`src/rtl/dilithium_ctrl_if.sv`:
```
// Host/core bundle for dilithium_ctrl.
// Purpose: groups the host control/status, host streams, core control and
// core streams of the controller into one interface.
//   slave  : the controller's view (takes host commands, drives the core).
//   master : the environment's view (host plus core model).
// Stream handshake: a beat transfers on any rising clk edge where valid and
// ready are both 1. Valid does not depend on ready. Data is meaningful only
// while valid is 1. A source keeps valid and data stable until the beat
// transfers.
// dbg_state mirrors the controller FSM encoding
// (0 IDLE, 1 LAUNCH, 2 BUSY, 3 DONE, 4 ERR).
interface dilithium_ctrl_if #(
  parameter int W      = 64,
  parameter int CNT_W  = 32,
  parameter int WCNT_W = 16
);
  // host control / status
  logic              start;
  logic [1:0]        mode;
  logic [2:0]        sec_lvl;
  logic              done;
  logic              busy;
  logic [1:0]        err;
  logic [CNT_W-1:0]  cycle_count;
  logic [WCNT_W-1:0] in_count;
  logic [WCNT_W-1:0] out_count;
  // host streams
  logic              valid_i;
  logic              ready_i;
  logic [W-1:0]      data_i;
  logic              valid_o;
  logic              ready_o;
  logic [W-1:0]      data_o;
  // core control
  logic              core_start;
  logic              core_rst;
  logic [1:0]        core_mode;
  logic [2:0]        core_sec_lvl;
  logic              core_done;
  // core streams
  logic              core_valid_i;
  logic              core_ready_i;
  logic [W-1:0]      core_data_i;
  logic              core_valid_o;
  logic              core_ready_o;
  logic [W-1:0]      core_data_o;
  // FSM state observation
  logic [2:0]        dbg_state;

  modport slave (
    input  start, mode, sec_lvl, valid_i, data_i, ready_o,
           core_done, core_ready_i, core_valid_o, core_data_o,
    output done, busy, err, cycle_count, in_count, out_count,
           ready_i, valid_o, data_o,
           core_start, core_rst, core_mode, core_sec_lvl,
           core_valid_i, core_data_i, core_ready_o, dbg_state
  );

  modport master (
    output start, mode, sec_lvl, valid_i, data_i, ready_o,
           core_done, core_ready_i, core_valid_o, core_data_o,
    input  done, busy, err, cycle_count, in_count, out_count,
           ready_i, valid_o, data_o,
           core_start, core_rst, core_mode, core_sec_lvl,
           core_valid_i, core_data_i, core_ready_o, dbg_state
  );
endinterface

```
`src/rtl/dilithium_ctrl.sv`:
```
// dilithium_ctrl: host-side run controller for a Dilithium core.
// Purpose: turns a level start request into a one-cycle core_start, tracks
// the run (IDLE -> LAUNCH -> BUSY -> DONE/ERR), validates mode/sec_lvl,
// runs an optional BUSY watchdog, and gates both data streams so beats only
// move while the core is BUSY.
// Ports:
//   clk  : rising-edge clock
//   rst  : synchronous active-high reset
//   bus  : dilithium_ctrl_if.slave (host control/status, host streams,
//          core control, core streams, dbg_state)
module dilithium_ctrl #(
  parameter int W       = 64,
  parameter int CNT_W   = 32,
  parameter int WCNT_W  = 16,
  parameter int TIMEOUT = 0
) (
  input logic            clk,
  input logic            rst,
  dilithium_ctrl_if.slave bus
);

  typedef enum logic [2:0] {
    S_IDLE   = 3'd0,
    S_LAUNCH = 3'd1,
    S_BUSY   = 3'd2,
    S_DONE   = 3'd3,
    S_ERR    = 3'd4
  } state_t;

  // Last BUSY cycle before the watchdog trips; TIMEOUT-1 sign-extends to
  // all-ones when TIMEOUT is 0, but that case is masked in timeout_hit.
  localparam logic [63:0] TO_LAST = 64'(TIMEOUT - 1);

  state_t            state;
  logic              start_q;
  logic              done_r;
  logic              busy_r;
  logic [1:0]        err_r;
  logic [CNT_W-1:0]  cycle_count;
  logic [WCNT_W-1:0] in_count;
  logic [WCNT_W-1:0] out_count;
  logic              core_start_r;
  logic              core_rst_r;
  logic [1:0]        core_mode_r;
  logic [2:0]        core_sec_lvl_r;

  logic start_edge;
  logic cfg_ok;
  logic en;
  logic timeout_hit;
  logic in_fire;
  logic out_fire;

  assign start_edge  = bus.start & ~start_q;
  assign cfg_ok      = ((bus.sec_lvl == 3'd2) || (bus.sec_lvl == 3'd3) ||
                        (bus.sec_lvl == 3'd5)) && (bus.mode != 2'd3);
  assign en          = (state == S_BUSY);
  assign timeout_hit = (TIMEOUT != 0) && (64'(cycle_count) == TO_LAST);

  // Streams are combinational pass-throughs, opened only while BUSY.
  assign bus.core_valid_i = bus.valid_i & en;
  assign bus.ready_i      = bus.core_ready_i & en;
  assign bus.core_data_i  = bus.data_i[W-1:0];
  assign bus.valid_o      = bus.core_valid_o & en;
  assign bus.core_ready_o = bus.ready_o & en;
  assign bus.data_o       = bus.core_data_o[W-1:0];

  // Counted on the host side of the gates, so they only move in BUSY.
  assign in_fire  = bus.valid_i & bus.ready_i;
  assign out_fire = bus.valid_o & bus.ready_o;

  always_ff @(posedge clk) begin
    if (rst) begin
      state          <= S_IDLE;
      start_q        <= 1'b1;   // start held through reset must not launch
      done_r         <= 1'b0;
      busy_r         <= 1'b0;
      err_r          <= 2'b00;
      cycle_count    <= '0;
      in_count       <= '0;
      out_count      <= '0;
      core_start_r   <= 1'b0;
      core_rst_r     <= 1'b0;
      core_mode_r    <= 2'd0;
      core_sec_lvl_r <= 3'b010;
    end else begin
      start_q      <= bus.start;
      core_start_r <= 1'b0;
      core_rst_r   <= 1'b0;

      if (in_fire && (in_count != '1)) in_count <= in_count + WCNT_W'(1);
      if (out_fire && (out_count != '1)) out_count <= out_count + WCNT_W'(1);

      case (state)
        S_IDLE, S_DONE, S_ERR: begin
          if (start_edge) begin
            if (cfg_ok) begin
              core_mode_r    <= bus.mode;
              core_sec_lvl_r <= bus.sec_lvl;
              done_r         <= 1'b0;
              err_r          <= 2'b00;
              cycle_count    <= '0;
              in_count       <= '0;
              out_count      <= '0;
              core_start_r   <= 1'b1;
              busy_r         <= 1'b1;
              state          <= S_LAUNCH;
            end else begin
              err_r[0] <= 1'b1;
              done_r   <= 1'b0;
              state    <= S_ERR;
            end
          end
        end
        S_LAUNCH: state <= S_BUSY;
        S_BUSY: begin
          if (cycle_count != '1) cycle_count <= cycle_count + CNT_W'(1);
          // core_done wins over a same-cycle watchdog trip
          if (bus.core_done) begin
            done_r <= 1'b1;
            busy_r <= 1'b0;
            state  <= S_DONE;
          end else if (timeout_hit) begin
            err_r[1]   <= 1'b1;
            core_rst_r <= 1'b1;
            busy_r     <= 1'b0;
            state      <= S_ERR;
          end
        end
        default: state <= S_IDLE;
      endcase
    end
  end

  assign bus.done         = done_r;
  assign bus.busy         = busy_r;
  assign bus.err          = err_r;
  assign bus.cycle_count  = cycle_count;
  assign bus.in_count     = in_count;
  assign bus.out_count    = out_count;
  assign bus.core_start   = core_start_r;
  assign bus.core_rst     = core_rst_r;
  assign bus.core_mode    = core_mode_r;
  assign bus.core_sec_lvl = core_sec_lvl_r;
  assign bus.dbg_state    = state;

endmodule

```
`src/flat_wrapper.sv`:
```
// flat-port wrapper written by rule: the top's interface ports become plain ports
module dilithium_ctrl_flat 
#(
  parameter int W       = 64,
  parameter int CNT_W   = 32,
  parameter int WCNT_W  = 16,
  parameter int TIMEOUT = 0
)
  (clk, rst, bus_start, bus_mode, bus_sec_lvl, bus_valid_i, bus_data_i, bus_ready_o, bus_core_done, bus_core_ready_i, bus_core_valid_o, bus_core_data_o, bus_done, bus_busy, bus_err, bus_cycle_count, bus_in_count, bus_out_count, bus_ready_i, bus_valid_o, bus_data_o, bus_core_start, bus_core_rst, bus_core_mode, bus_core_sec_lvl, bus_core_valid_i, bus_core_data_i, bus_core_ready_o, bus_dbg_state);
  dilithium_ctrl_if #(.W(W), .CNT_W(CNT_W), .WCNT_W(WCNT_W)) bus_i ();
  input logic clk;
  input logic rst;
  input wire logic [$bits(bus_i.start)-1:0] bus_start;
  input wire logic [$bits(bus_i.mode)-1:0] bus_mode;
  input wire logic [$bits(bus_i.sec_lvl)-1:0] bus_sec_lvl;
  input wire logic [$bits(bus_i.valid_i)-1:0] bus_valid_i;
  input wire logic [$bits(bus_i.data_i)-1:0] bus_data_i;
  input wire logic [$bits(bus_i.ready_o)-1:0] bus_ready_o;
  input wire logic [$bits(bus_i.core_done)-1:0] bus_core_done;
  input wire logic [$bits(bus_i.core_ready_i)-1:0] bus_core_ready_i;
  input wire logic [$bits(bus_i.core_valid_o)-1:0] bus_core_valid_o;
  input wire logic [$bits(bus_i.core_data_o)-1:0] bus_core_data_o;
  output wire logic [$bits(bus_i.done)-1:0] bus_done;
  output wire logic [$bits(bus_i.busy)-1:0] bus_busy;
  output wire logic [$bits(bus_i.err)-1:0] bus_err;
  output wire logic [$bits(bus_i.cycle_count)-1:0] bus_cycle_count;
  output wire logic [$bits(bus_i.in_count)-1:0] bus_in_count;
  output wire logic [$bits(bus_i.out_count)-1:0] bus_out_count;
  output wire logic [$bits(bus_i.ready_i)-1:0] bus_ready_i;
  output wire logic [$bits(bus_i.valid_o)-1:0] bus_valid_o;
  output wire logic [$bits(bus_i.data_o)-1:0] bus_data_o;
  output wire logic [$bits(bus_i.core_start)-1:0] bus_core_start;
  output wire logic [$bits(bus_i.core_rst)-1:0] bus_core_rst;
  output wire logic [$bits(bus_i.core_mode)-1:0] bus_core_mode;
  output wire logic [$bits(bus_i.core_sec_lvl)-1:0] bus_core_sec_lvl;
  output wire logic [$bits(bus_i.core_valid_i)-1:0] bus_core_valid_i;
  output wire logic [$bits(bus_i.core_data_i)-1:0] bus_core_data_i;
  output wire logic [$bits(bus_i.core_ready_o)-1:0] bus_core_ready_o;
  output wire logic [$bits(bus_i.dbg_state)-1:0] bus_dbg_state;
  assign bus_i.start = bus_start;
  assign bus_i.mode = bus_mode;
  assign bus_i.sec_lvl = bus_sec_lvl;
  assign bus_i.valid_i = bus_valid_i;
  assign bus_i.data_i = bus_data_i;
  assign bus_i.ready_o = bus_ready_o;
  assign bus_i.core_done = bus_core_done;
  assign bus_i.core_ready_i = bus_core_ready_i;
  assign bus_i.core_valid_o = bus_core_valid_o;
  assign bus_i.core_data_o = bus_core_data_o;
  assign bus_done = bus_i.done;
  assign bus_busy = bus_i.busy;
  assign bus_err = bus_i.err;
  assign bus_cycle_count = bus_i.cycle_count;
  assign bus_in_count = bus_i.in_count;
  assign bus_out_count = bus_i.out_count;
  assign bus_ready_i = bus_i.ready_i;
  assign bus_valid_o = bus_i.valid_o;
  assign bus_data_o = bus_i.data_o;
  assign bus_core_start = bus_i.core_start;
  assign bus_core_rst = bus_i.core_rst;
  assign bus_core_mode = bus_i.core_mode;
  assign bus_core_sec_lvl = bus_i.core_sec_lvl;
  assign bus_core_valid_i = bus_i.core_valid_i;
  assign bus_core_data_i = bus_i.core_data_i;
  assign bus_core_ready_o = bus_i.core_ready_o;
  assign bus_dbg_state = bus_i.dbg_state;
  dilithium_ctrl #(.W(W), .CNT_W(CNT_W), .WCNT_W(WCNT_W), .TIMEOUT(TIMEOUT)) u_core (.clk(clk), .rst(rst), .bus(bus_i));
endmodule
```
`config.mk`:
```
export PLATFORM = sky130hd
export DESIGN_NAME = dilithium_ctrl_flat
export DESIGN_NICKNAME = d
export VERILOG_FILES = /design/src/rtl/dilithium_ctrl_if.sv /design/src/rtl/dilithium_ctrl.sv /design/src/flat_wrapper.sv
export SDC_FILE = /design/constraint.sdc
export NUM_CORES = 1
export LEC_CHECK = 0
export CORE_AREA = 5 5 133 135
export CTS_CLUSTER_DIAMETER = 40
export CTS_CLUSTER_SIZE = 12
export DETAILED_ROUTE_END_ITERATION = 7
export DIE_AREA = 0 0 138 140
export PLACE_DENSITY = 0.69
export SYNTH_ARGS = -nofsm -noshare
export SYNTH_HDL_FRONTEND = slang
export SYNTH_SLANG_ARGS = --single-unit
export TNS_END_PERCENT = 10
```
`constraint.sdc`:
```
create_clock -name clk -period 4 [get_ports clk]
set_input_delay 0.8 -clock clk [delete_from_list [all_inputs] [get_ports clk]]
set_output_delay 0.8 -clock clk [all_outputs]
set_load 0.05 [all_outputs]
```
Word level (Yosys, flattened, before mapping)
Cells that the tools add are included.
{"block": "classes", "addsub": 3, "reduce_logical": 15, "n_eq_ne": 15, "bitwise_logic": 10, "muxes": 25}
{"op": "$mux 16", "count": 8}
{"op": "$mux 32", "count": 3}
{"op": "$pmux 32 s2", "count": 1}
{"op": "$add 16x1->16 const B", "count": 2}
{"op": "$add 32x1->32 const B", "count": 1}
{"op": "$ne 16x16->1 const B", "count": 2}
{"op": "$ne 32x32->1 const B", "count": 1}
{"op": "$eq 3x2->1 const B", "count": 4}
{"op": "$mux 3", "count": 3}
{"op": "$pmux 3 s3", "count": 1}
{"op": "$reduce_and 4->1", "count": 2}
{"op": "$and 1x1->1", "count": 7}
{"op": "$mux 1", "count": 7}
{"op": "$eq 3x3->1 const B", "count": 2}
{"op": "$ne 2x2->1 const B", "count": 3}
{"op": "$reduce_and 3->1", "count": 2}
{"op": "$reduce_or 3->1", "count": 2}
{"op": "$ne 2x1->1 const B", "count": 2}
{"op": "$pmux 1 s2", "count": 2}
{"op": "$reduce_and 2->1", "count": 2}
{"op": "$eq 3x1->1 const B", "count": 1}
{"op": "$logic_and 1x1->1", "count": 3}
{"op": "$logic_not 3->1", "count": 1}
{"op": "$not 1->1", "count": 3}
{"op": "other kinds (2)", "count": 3}
{"block": "totals", "regBits": 77, "out_inout_bits": 210, "in_bits": 141}

Logic depth before layout (Yosys ltp)
{"block": "logic_depth", "ltp_word": 8, "mapped_depth": 8, "mapped_depth_nobuf": 6}

Worst setup path after synthesis
No wires, ideal clock.
{"block": "synth_path", "kind": "register -> output", "startpoint": "reg u_core.state[1] (netlist: u_core.bus.dbg_state[1])", "endpoint": "out bus_core_ready_o", "arrival_time_ns": 1.794, "n_path_buf": 1, "path_slack_ns": 1.406, "stages_incl_launch_ff": 4, "path_cell_list": "dfxtp_1 nor3b_4 clkbuf_1 and2_1"}
{"block": "synth_via", "elab_chain_cells": 2}
{"element": "from (decl)", "line": "dilithium_ctrl.sv:34", "rtl": "state_t state;"}
{"element": "from (signal assigned)", "line": "dilithium_ctrl.sv:74", "rtl": "state <= S_IDLE;"}
{"element": "from (signal assigned)", "line": "dilithium_ctrl.sv:107", "rtl": "state <= S_LAUNCH;"}
{"element": "from (signal assigned)", "line": "dilithium_ctrl.sv:111", "rtl": "state <= S_ERR;"}
{"element": "$eq 3x2->1", "line": "dilithium_ctrl.sv:57", "rtl": "assign en = (state == S_BUSY);"}
{"element": "$and 1x1->1", "line": "dilithium_ctrl.sv:65", "rtl": "assign bus.core_ready_o = bus.ready_o & en;"}
{"element": "to (decl)", "line": "flat_wrapper.sv:38", "rtl": "output wire logic [$bits(bus_i.core_ready_o)-1:0] bus_core_ready_o;"}
Every way passes these cells.

Worst setup path in the final report
{"block": "layout_path", "startpoint": "reg u_core.state[1] (netlist: u_core.bus.dbg_state[1])", "endpoint": "out bus_valid_o"}
{"block": "layout_via", "elab_chain_cells": 2}
{"element": "$eq 3x2->1", "line": "dilithium_ctrl.sv:57"}
{"element": "$and 1x1->1", "line": "dilithium_ctrl.sv:64", "rtl": "assign bus.valid_o = bus.core_valid_o & en;"}
{"element": "to (decl)", "line": "flat_wrapper.sv:30", "rtl": "output wire logic [$bits(bus_i.valid_o)-1:0] bus_valid_o;"}
Every way passes these cells.

==> results.yml <==
synthesis:
  synth_compound_area_share_pct: 15.3
  yosysWarnings: 0
  async_flop_share_pct: 0
  synth_ff_type: "dfxtp_1"
  synthAdderAreaFrac_pct: 0.776
  synthTopCellsByArea: "dfxtp_1, buf_4, a21oi_1"
  synth_top_family_by_area: "simple AND/OR/NAND/NOR gates"
  syn_area_mm2: 0.00484
  synth_cells: 590
  syn_area_per_cell_um2: 8.20
  synth_seq_cells: 77
  synth.most_common_cell: "buf_4"
  synth_cell_type_count: 54
  synth_top_cell_by_area: "dfxtp_1"
  netlist.area_leader.share_pct: 31.9
  yosysSeqAreaShare_pct: 31.9
  synthMuxAreaShare_pct: 0.854
  synth_xor_area_share_pct: 2.90
  synthTopCellsByCount: "buf_4, dfxtp_1, a21oi_1"
  synth_edf_count: 0
  synthSimpleGateAreaFrac_pct: 25.1
grt:
  grt_overflow: 0
  grt_antenna_before_repair: 0
  grt_pass1_wl_um: 19700
  grt.total_usage_pct: 12.2
  grt_start_max_net_pins: 45
  grt_pass1_vias: 3717
clocking:
  cts_setup_buffers: 0
  cts_hold_buf: 0
  ctsLongestPathBuffers: 2
  htreeDepth: 3
  clk_latency_ps: 330
  clk_pin_slew_ps: 60
  cts_buffers: 9
  cts_num_sinks: 77
  cts_root_buf: "clkbuf_16"
  tritoncts: "done"
  cts_resized: 0
drt:
  first_pass_iters: 4
  drt-initial-drc-count: 178
  totalWireLength_um: 12000
  drc: 0
  wl_per_cell_um: 15.6
  via_per_inst: 5.12
  ant_nets: 0
  vias: 3966
final_layout:
  area_delta_synth_final_pct: 10.3
  instances_no_fill: 774
  antenna_cells: 0
  final_util_pct: 32.6
  drive_gt1_share_pct: 5.42
  layout.nets: 693
sta:
  fin_skew_ps: 8.31
  drv_slew: 0
  timing_worst_slew_pin_value_ps: 1090
  period_needed_ps: 3070
  rsz0062_at_grt: "false"
  timing.fmax_mhz: 325
  finalSetupViolations: 0
  fin_setup_tns_ps: 0
  hold_violations: 0
  post-route-period-util_pct: 76.8
  fin_ws_ps: 927
  relSlewSlack_pct: 27.0
floorplanning:
  start_util_pct: 29.6
  die_h_um: 140
  fp.dieW_um: 138
  rows: 47
  ios: 351
  floorplan.die_area_mm2: 0.0193
  core_mm2: 0.0163
power:
  powerDensity_mw_per_mm2: 317
  swShare_pct: 23.6
  seq_power_share_pct: 45.9
  leakage_nw: 1.64
  p_comb_share_pct: 5.8
  ir_worst_vdd_v: 0.000218
  p_sw_w: 0.000399
  internal_power_w: 0.00129
  clockPowerShare_pct: 48.3
worst_setup_path:
  crit_buf_inv: 1
  crit_slowest_cell: "clkdlybuf4s50_1"
  arrival_ps: 2270
  end_kind: "output port"
  max_stage_delay_ps: 830
  cp.required_ps: 3200
  path_delay_family: "buffers and inverters"
  start_kind: "flop"
  cp_max_fo: 11
  critical_path_class: "flop to output port"
  path_cells: "nor3b_4 -> and2_1 -> clkdlybuf4s50_1"
worst_hold_path:
  worst_hold_path_type: "flop to flop"
job:
  max-cap-violations: 0
outcome:
  run_status: "completed"
placed_design:
  hpwlAfterDp_um: 8790
  dp.cells: 758
  dp_slack_ps: 802
  gp_congestion: 0.763
  placement.io_buffers: 92
-- worst paths after layout --
| check | startpoint | to | slack (ps) | cells past startpoint |
|---|---|---|---|---|
| worst max-delay path | u_core.bus.dbg_state[1] | bus_valid_o | 930 | 3 |
| worst min-delay path | u_core.bus.core_sec_lvl[1] | u_core.bus.core_sec_lvl[1] | 450 | 2 |
| worst max register to register | u_core.bus.dbg_state[1] | u_core.bus.cycle_count[16] | 1110 | 7 |
| worst min register to register | u_core.bus.core_sec_lvl[1] | u_core.bus.core_sec_lvl[1] | 450 | 2 |
-- cell families after synthesis --
group	Yosys count
flip-flops	77
adder cells (fa/ha/maj)	3
buffers and inverters	163
other	1
AO/OA/AOI/OAI	117
AND/OR/NAND/NOR	209
multiplexers	4
XOR/XNOR	16
-- cells in the final DEF (no fill, tap or decap), types with 9 or more instances in the layout --
cell,instances
a21oi_1,46
and2_1,11
and4_1,12
clkbuf_16,9
clkdlybuf4s50_1,92
dfxtp_1,77
inv_1,10
nand2_1,35
nand3_1,24
nand4_1,18
nor2_1,27
nor3_1,11
o21ai_0,18
o31ai_1,25
or3_1,13
or4_1,27
xnor2_1,14
-- registers in the layout, summed over array words and instances, names as in the netlist --
register	flops
u_core.bus.busy	1
u_core.bus.dbg_state	3
u_core.bus.err	1
u_core.bus.out_count	16
u_core.start_q	1
u_core.bus.cycle_count	32
u_core.bus.in_count	16
u_core.bus.done	1
u_core.bus.core_mode	2
u_core.bus.core_start	1
u_core.bus.core_sec_lvl	3
-- power by group through the flow --
stage	combinational [W]	clock, W	sequential [W]
floorplan	0.000392	0	0.000806
global placement	0.0000976	0	0.000793
detailed placement	0.0000984	0	0.000793
CTS	0.0000985	0.000841	0.000776
global route	0.000106	0.000870	0.000776
finish	0.0000974	0.000816	0.000776
-- layout make-up --
type                            instances  area (um^2)
Clock inverter                          5         60.1
Timing Repair Buffer                  100          981
Sequential cell                        77         1540
Tap cell                              220          275
Fill cell                            1747        11000
Inverter                               10         37.5
Multi-Input combinational cell        351         2200
Clock buffer                           11          233
-- per-stage QoR --
stage                     total power, W  hold WS [ps]  instance area, um^2
after floorplan                  0.00120           661                 4840
after detailed placement        0.000891           438                 5040
after CTS                        0.00172           451                 5330
after global routing             0.00175           460                 5330
final                            0.00169           452                 5330
after global placement          0.000891           436                 5040
-- worst register-to-register path: stages (launching register included) --
cell,delay [ps]
dfxtp_1,430
nor3b_4,480
buf_4,260
nand4_1,260
nor4_4,700
buf_4,370
nor3_1,80
a211oi_1,220
-- layer usage --
metal	vias to the layer above	share of wire, %	track usage (%)
met4	0	5.8	8.06
met1	1842	43	15.1
met5	-	0	0
met3	72	6.7	3.95
li1	1931	-	-
met2	121	44	18.2
No activity file was read; power rests on OpenSTA's default activity.
